[src/rtl/isa_pkg.sv]
// isa_pkg: shared ISA definitions for the instruction encoder.
// Contents:
//   - instruction width and field bit positions
//   - immediate field widths per class (4/4/8/9)
//   - opcode classes, with a classifier function
//   - error-code constants, with a class-to-code helper
//   - the encoder FSM state type
package isa_pkg;

   localparam int unsigned InstrW = 16;

   // Field bit positions inside the 16-bit instruction word
   localparam int unsigned OpMsb   = 15;
   localparam int unsigned OpLsb   = 12;
   localparam int unsigned RaLsb   = 8;
   localparam int unsigned RbLsb   = 4;
   localparam int unsigned RcLsb   = 0;
   localparam int unsigned CondLsb = 9;

   // Immediate field widths per class
   localparam logic [3:0] ImmWCompute  = 4'd4;
   localparam logic [3:0] ImmWMemory   = 4'd4;
   localparam logic [3:0] ImmWLoadByte = 4'd8;
   localparam logic [3:0] ImmWControl  = 4'd9;
   localparam int unsigned ImmWMax     = 9;

   // Error codes follow opcode[15:14] of the class
   localparam logic [1:0] ErrCodeCompute = 2'b00;
   localparam logic [1:0] ErrCodeMemory  = 2'b10;
   localparam logic [1:0] ErrCodeControl = 2'b11;

   typedef enum logic [1:0] {
      ClsCompute,   // 0xxx
      ClsMemory,    // 100x
      ClsLoadByte,  // 101x
      ClsControl    // 11xx
   } instr_class_e;

   typedef enum logic [1:0] {
      StIdle,
      StLoad,
      StDone
   } enc_state_e;

   function automatic instr_class_e op_class(input logic [3:0] op);
      instr_class_e cls;
      if (!op[3]) begin
         cls = ClsCompute;
      end else if (op[2]) begin
         cls = ClsControl;
      end else if (op[1]) begin
         cls = ClsLoadByte;
      end else begin
         cls = ClsMemory;
      end
      return cls;
   endfunction

   // Load-byte shares the memory code: both have opcode[15:14] == 2'b10
   function automatic logic [1:0] class_err_code(input instr_class_e cls);
      logic [1:0] code;
      unique case (cls)
         ClsCompute:  code = ErrCodeCompute;
         ClsMemory:   code = ErrCodeMemory;
         ClsLoadByte: code = ErrCodeMemory;
         ClsControl:  code = ErrCodeControl;
         default:     code = ErrCodeCompute;
      endcase
      return code;
   endfunction

endpackage

[src/rtl/imm_fit_check.sv]
// imm_fit_check: combinational immediate narrowing.
// Truncates a 16-bit immediate to width_i bits and reports whether the
// value is representable in that field.
// Ports:
//   imm_i     in  16  full-width immediate
//   width_i   in  4   field width (1..9)
//   signed_i  in  1   1: two's-complement field, 0: unsigned field
//   fits_o    out 1   immediate is representable in the field
//   field_o   out 9   truncated field, zero above width_i
module imm_fit_check
   import isa_pkg::*;
(
   input  logic [InstrW-1:0]  imm_i,
   input  logic [3:0]         width_i,
   input  logic               signed_i,
   output logic               fits_o,
   output logic [ImmWMax-1:0] field_o
);

   logic [InstrW-1:0] trunc;
   logic              msb;

   // Signed fit: every bit above the field equals the field MSB.
   // Unsigned fit: every bit above the field is zero.
   always_comb begin
      trunc  = '0;
      fits_o = 1'b1;
      msb    = imm_i[width_i - 4'd1];
      for (int i = 0; i < int'(InstrW); i++) begin
         if (i < int'(width_i)) begin
            trunc[i] = imm_i[i];
         end else if (signed_i ? (imm_i[i] != msb) : imm_i[i]) begin
            fits_o = 1'b0;
         end
      end
   end

   assign field_o = trunc[ImmWMax-1:0];

   logic unused_trunc;
   assign unused_trunc = ^trunc[InstrW-1:ImmWMax];

endmodule

[src/rtl/instr_encoder.sv]
// instr_encoder: packs decoded instruction fields into 16-bit words and
// streams them, with sequential addresses, into an instruction-memory
// write port. Used to load programs before the core leaves reset.
// Build option: define IMM_RANGE_CHECK_EN to reject out-of-range
// immediates (err pulse, err_code); otherwise immediates are truncated.
// Ports:
//   clk_i        in   rising-edge clock
//   rst_i        in   synchronous active-high reset
//   start_i      in   begin a load session (honoured in IDLE or DONE)
//   in_valid_i   in   field bundle valid
//   in_ready_o   out  encoder can accept a bundle
//   in_opcode_i  in   [15:12]
//   in_ra_i      in   [11:8] rd/rt
//   in_rb_i      in   [7:4] rs
//   in_rc_i      in   [3:0] for register-register compute
//   in_cond_i    in   [11:9] branch condition
//   in_imm_i     in   full-width immediate
//   in_use_imm_i in   compute class: low nibble takes imm instead of rc
//   out_valid_o  out  write word valid
//   out_ready_i  in   memory accepts the word
//   out_addr_o   out  write address
//   out_data_o   out  encoded instruction
//   busy_o       out  session in progress
//   done_o       out  session complete
//   err_o        out  one-cycle pulse on a rejected bundle
//   err_code_o   out  class of the last rejected bundle
//   count_o      out  words written this session
module instr_encoder
   import isa_pkg::*;
#(
   parameter int unsigned ADDR_W    = 8,
   parameter int unsigned DEPTH     = 256,
   parameter int unsigned BASE_ADDR = 0
) (
   input  logic              clk_i,
   input  logic              rst_i,
   input  logic              start_i,
   input  logic              in_valid_i,
   output logic              in_ready_o,
   input  logic [3:0]        in_opcode_i,
   input  logic [3:0]        in_ra_i,
   input  logic [3:0]        in_rb_i,
   input  logic [3:0]        in_rc_i,
   input  logic [2:0]        in_cond_i,
   input  logic [15:0]       in_imm_i,
   input  logic              in_use_imm_i,
   output logic              out_valid_o,
   input  logic              out_ready_i,
   output logic [ADDR_W-1:0] out_addr_o,
   output logic [15:0]       out_data_o,
   output logic              busy_o,
   output logic              done_o,
   output logic              err_o,
   output logic [1:0]        err_code_o,
   output logic [ADDR_W:0]   count_o
);

   localparam logic [ADDR_W:0]   DepthCnt = (ADDR_W+1)'(DEPTH);
   localparam logic [ADDR_W-1:0] BaseAddr = ADDR_W'(BASE_ADDR);

   enc_state_e        state_q, state_d;
   logic [ADDR_W-1:0] addr_q, addr_d;        // address of the next word to write
   logic [ADDR_W:0]   count_q, count_d;      // words written (handshaked)
   logic [ADDR_W:0]   acc_q, acc_d;          // words accepted, including the pending one
   logic              out_valid_q, out_valid_d;
   logic [15:0]       out_data_q, out_data_d;
   logic [ADDR_W-1:0] out_addr_q, out_addr_d;
   logic              err_q, err_d;
   logic [1:0]        err_code_q, err_code_d;

   instr_class_e        cls;
   logic [3:0]          imm_w;
   logic                imm_signed;
   logic                check_en;
   logic                imm_fits;
   logic [ImmWMax-1:0]  imm_field;
   logic [InstrW-1:0]   enc_word;
   logic                hs;
   logic                accept;
   logic                reject;
   logic                wr_accept;

   assign cls = op_class(in_opcode_i);

   // Field width and signedness of the immediate for this class
   always_comb begin
      imm_w      = ImmWCompute;
      imm_signed = 1'b0;
      check_en   = 1'b1;
      unique case (cls)
         ClsCompute: begin
            imm_w      = ImmWCompute;
            imm_signed = 1'b0;
            check_en   = in_use_imm_i;  // register-register form has no immediate
         end
         ClsMemory: begin
            imm_w      = ImmWMemory;
            imm_signed = 1'b1;
         end
         ClsLoadByte: begin
            imm_w      = ImmWLoadByte;
            imm_signed = 1'b1;
         end
         ClsControl: begin
            imm_w      = ImmWControl;
            imm_signed = 1'b1;
         end
         default: ;
      endcase
   end

   imm_fit_check u_imm_fit_check (
      .imm_i    (in_imm_i),
      .width_i  (imm_w),
      .signed_i (imm_signed),
      .fits_o   (imm_fits),
      .field_o  (imm_field)
   );

   always_comb begin
      enc_word = '0;
      unique case (cls)
         ClsCompute:  enc_word = {in_opcode_i, in_ra_i, in_rb_i,
                                  in_use_imm_i ? imm_field[3:0] : in_rc_i};
         ClsMemory:   enc_word = {in_opcode_i, in_ra_i, in_rb_i, imm_field[3:0]};
         ClsLoadByte: enc_word = {in_opcode_i, in_ra_i, imm_field[7:0]};
         ClsControl:  enc_word = {in_opcode_i, in_cond_i, imm_field[8:0]};
         default: ;
      endcase
   end

   assign hs         = out_valid_q & out_ready_i;
   assign in_ready_o = (state_q == StLoad) && (!out_valid_q || out_ready_i)
                       && (acc_q < DepthCnt);
   assign accept     = in_valid_i & in_ready_o;

`ifdef IMM_RANGE_CHECK_EN
   assign reject = accept & check_en & ~imm_fits;
`else
   assign reject = 1'b0;
   logic unused_check;
   assign unused_check = imm_fits ^ check_en;
`endif

   assign wr_accept = accept & ~reject;

   always_comb begin
      state_d     = state_q;
      addr_d      = addr_q;
      count_d     = count_q;
      acc_d       = acc_q;
      out_valid_d = out_valid_q;
      out_data_d  = out_data_q;
      out_addr_d  = out_addr_q;
      err_d       = 1'b0;
      err_code_d  = err_code_q;
      unique case (state_q)
         StIdle, StDone: begin
            if (start_i) begin
               state_d    = StLoad;
               addr_d     = BaseAddr;
               count_d    = '0;
               acc_d      = '0;
               err_code_d = 2'b00;
            end
         end
         StLoad: begin
            if (hs) begin
               addr_d      = addr_q + 1'b1;
               count_d     = count_q + 1'b1;
               out_valid_d = 1'b0;
               if ((count_q + 1'b1) == DepthCnt) begin
                  state_d = StDone;
               end
            end
            // A same-cycle accept reloads the register behind the handshake
            if (wr_accept) begin
               out_valid_d = 1'b1;
               out_data_d  = enc_word;
               out_addr_d  = hs ? addr_q + 1'b1 : addr_q;
               acc_d       = acc_q + 1'b1;
            end
            if (reject) begin
               err_d      = 1'b1;
               err_code_d = class_err_code(cls);
            end
         end
         default: state_d = StIdle;
      endcase
   end

   always_ff @(posedge clk_i) begin
      if (rst_i) begin
         state_q     <= StIdle;
         addr_q      <= BaseAddr;
         count_q     <= '0;
         acc_q       <= '0;
         out_valid_q <= 1'b0;
         out_data_q  <= '0;
         out_addr_q  <= '0;
         err_q       <= 1'b0;
         err_code_q  <= 2'b00;
      end else begin
         state_q     <= state_d;
         addr_q      <= addr_d;
         count_q     <= count_d;
         acc_q       <= acc_d;
         out_valid_q <= out_valid_d;
         out_data_q  <= out_data_d;
         out_addr_q  <= out_addr_d;
         err_q       <= err_d;
         err_code_q  <= err_code_d;
      end
   end

   assign out_valid_o = out_valid_q;
   assign out_data_o  = out_data_q;
   assign out_addr_o  = out_addr_q;
   assign busy_o      = (state_q == StLoad);
   assign done_o      = (state_q == StDone);
   assign err_o       = err_q;
   assign err_code_o  = err_code_q;
   assign count_o     = count_q;

endmodule

[config.mk]
export PLATFORM = sky130hd
export DESIGN_NAME = instr_encoder
export DESIGN_NICKNAME = d
export VERILOG_FILES = /design/src/rtl/isa_pkg.sv /design/src/rtl/imm_fit_check.sv /design/src/rtl/instr_encoder.sv
export SDC_FILE = /design/constraint.sdc
export NUM_CORES = 1
export LEC_CHECK = 0
export BUFFER_PORTS_ARGS = -buffer_cell sky130_fd_sc_hd__buf_2
export CAP_MARGIN = 30
export CORE_ASPECT_RATIO = 1.2
export CORE_MARGIN = 2
export CORE_UTILIZATION = 45
export DETAILED_ROUTE_END_ITERATION = 12
export PLACE_DENSITY_LB_ADDON = 0.15
export SETUP_SLACK_MARGIN = 0.1
export SLEW_MARGIN = 20
export SYNTH_ARGS = -nofsm -noshare
export SYNTH_HDL_FRONTEND = slang
export SYNTH_HIERARCHICAL = 1
export SYNTH_SLANG_ARGS = --single-unit
[constraint.sdc]
create_clock -name clk_i -period 1.9 [get_ports clk_i]
set_input_delay 0.095 -clock clk_i [delete_from_list [all_inputs] [get_ports clk_i]]
set_output_delay 0.095 -clock clk_i [all_outputs]
set_load 0.03 [all_outputs]
==> impl_results.md <==
* DR WL/cell at 12.25 um
* Initial core utilization at 45.71%
* Final Cell Area at 0.003248 sq mm
* Final ANT Viol Nets at 0
* Io pins at 81
* Period utilization at between 80% and 90%
* Minimum clock period after layout at 1.669 ns
* Y dimension of the die at roughly 89 um
* DP Wirelength at ~4.5 mm
* Congestion Overflow GR at 0
* Leak at ~0.0014 uW
* Nets at roughly 460
* RSZ-0062 raised after global routing: no
* DIE AREA at 0.006668 sq mm
* Placed inst area at 0.003149 sq mm
* Initial antenna violation count at 0
* Global-route usage over all layers at 18.06%
* Outcome: finished clean
* Number of buffers created by CTS at 5
* Hold_ws at ~0.025 ns
* Syn Inst Count at around 340
* Final-layout fill cell count at between 600 and 700
* Area Overhead vs Synth at 19.74%
* FP Rows at 31
* Mapped Area at 0.002713 sq mm
* Critical Path RT at about 2.1 ns
* Gpl congestion at about 0.77
* Clock root buffer: clkbuf_8
* Worst hold path type: in -> reg
* Yosys warning total at 6
* DR vias/cell at 5.069
* Clock sink total at 53
* PwrDens at roughly 670 mW/mm^2
* Syn Area/Cell at about 8 sq um
* CTS tree: built
* Clock power frac at between 20 and 30%
* Int Pwr at between 1500 and 2000 uW
* Sw Share at between 20% and 30%
* CP Capture Type: flop
* Critical path launch point type: flop
* Combinational share of power at 16.6%
* Routed WL at 6.064 mm
* Clock Latency Late Sink at around 0.30 ns
* Clock buffer depth at 2
* Final Hold Viols at 0
* Final setup violating endpoints at 0
* Crit Path Max Fanout at 9
* First-pass GRT wire length at 9.432 mm
* ANT cells at 0
* Setup TNS at 0 ns
* Pin count of the biggest net entering global routing at between 40 and 50
* Vias in the first global route at approximately 2100
* Worst EP arrival at roughly 1.9 ns
* Chip width at ~75 um
* Initial DRC count at 62
* Peak supply drop at about 320 uV
* Fraction of layout cells with a size suffix above 1 at 23.24%
* Inst Count DP at around 490
* FMAX at ~600 MHz
* Max-cap viol count at 0
* Worst Skew at about 0.0025 ns
* DRC errors left at 0
* Via Count at around 2500
* Worst-path clk slew at around 0.09 ns
* Switching power at just over 600 uW
* Drt first pass iters at 3
* PortBufs at 70
* Critical path class: reg -> reg
* Tot Pwr at about 2200 uW
* Post-route insts no fill at 495
* CORE AREA at 0.005934 sq mm
* Final Max Tran Viols at 0
* H-tree depth reported by CTS at 2
* Sequential Power Share at between 50 and 60%
## timing repair
item	CTS	global route
resized for setup	0	3
hold buffers	0	0
buffers inserted	0	1
setup endpoints to repair	0	6
## stage by stage
step           util (%)  setup WS (ns)
4_1_cts           54.52         0.1827
6_report          54.73         0.2312
2_1_floorplan         -         0.1357
5_1_grt           54.73         0.1059
3_5_place_dp      53.07         0.2002
3_3_place_gp      53.07         0.2364
## critical path, cell delays in order (launching register included)
cell and delay, ns:
dfxtp_1 0.39, nor2b_2 0.21, nor4b_4 0.33, o211ai_1 0.20, or3_1 0.33, a21oi_1 0.14
## power by group through the flow
stage / sequential (uW) / combinational, uW / clock [uW]
2_1_floorplan: 1250 / 189 / 0
3_3_place_gp: 1190 / 357 / 0
3_5_place_dp: 1190 / 361 / 0
4_1_cts: 1170 / 362 / 662
5_1_grt: 1170 / 394 / 706
6_report: 1160 / 359 / 640
## area by class of cell
class / count / area [sq um] / area share, %
tap: 82 / 102.6 / 3.159
inverter: 12 / 45.04 / 1.387
clock buffer: 7 / 86.33 / 2.658
timing repair buffer: 83 / 447.9 / 13.79
sequential: 53 / 1064 / 32.74
multi-input combinational: 258 / 1503 / 46.26
## per-layer routing
metal / vias up / wire (um) / track usage, % / part of all wire (%)
met5: - / 0 / 0 / 0
met4: 0 / 104 / 6.981 / 1.7
met3: 8 / 267 / 4.059 / 4.4
met2: 47 / 2933 / 30.70 / 48
met1: 1133 / 2758 / 21.98 / 45
li1: 1321 / - / - / -
## state kept, by name (all words and copies together) (netlist names)
signal       flops
acc_q            9
addr_q           8
count_o          9
out_addr_o       8
out_data_o      16
out_valid_o      1
state_q          2
## path summary, 6_finish.rpt
kind                                                  start                     endpoint  slack [ns]  cells after the start
worst min-delay path                         in_opcode_i[0]  out_data_o[12]$_SDFFE_PP0P_        0.03                      3
worst min register to register  out_data_o[12]$_SDFFE_PP0P_  out_data_o[12]$_SDFFE_PP0P_        0.46                      2
worst max register to register     out_valid_o$_SDFFE_PP0P_        acc_q[5]$_SDFFE_PP0P_        0.23                      5
worst max-delay path               out_valid_o$_SDFFE_PP0P_        acc_q[5]$_SDFFE_PP0P_        0.23                      5
## cells in the final DEF, fill, tap and decap left out, drive strengths merged, types with 3 or more instances in the layout
master and n:
dfxtp 53, a21oi 24, or3 4, conb 6
inv 11, o2111ai 3, clkbuf 7, buf 83
a31oi 4, and3 3, nand3 15, nand2 44
nor2 51, ha 7, nor3 3, and2 3
nand2b 6, o31a 4, a211oi 11, mux2i 4
nor2b 5, nand4 4, a311oi 12, xor2 12
xnor2 5, o21ai 12, o21a 3
(Power assumes the default switching activity.)
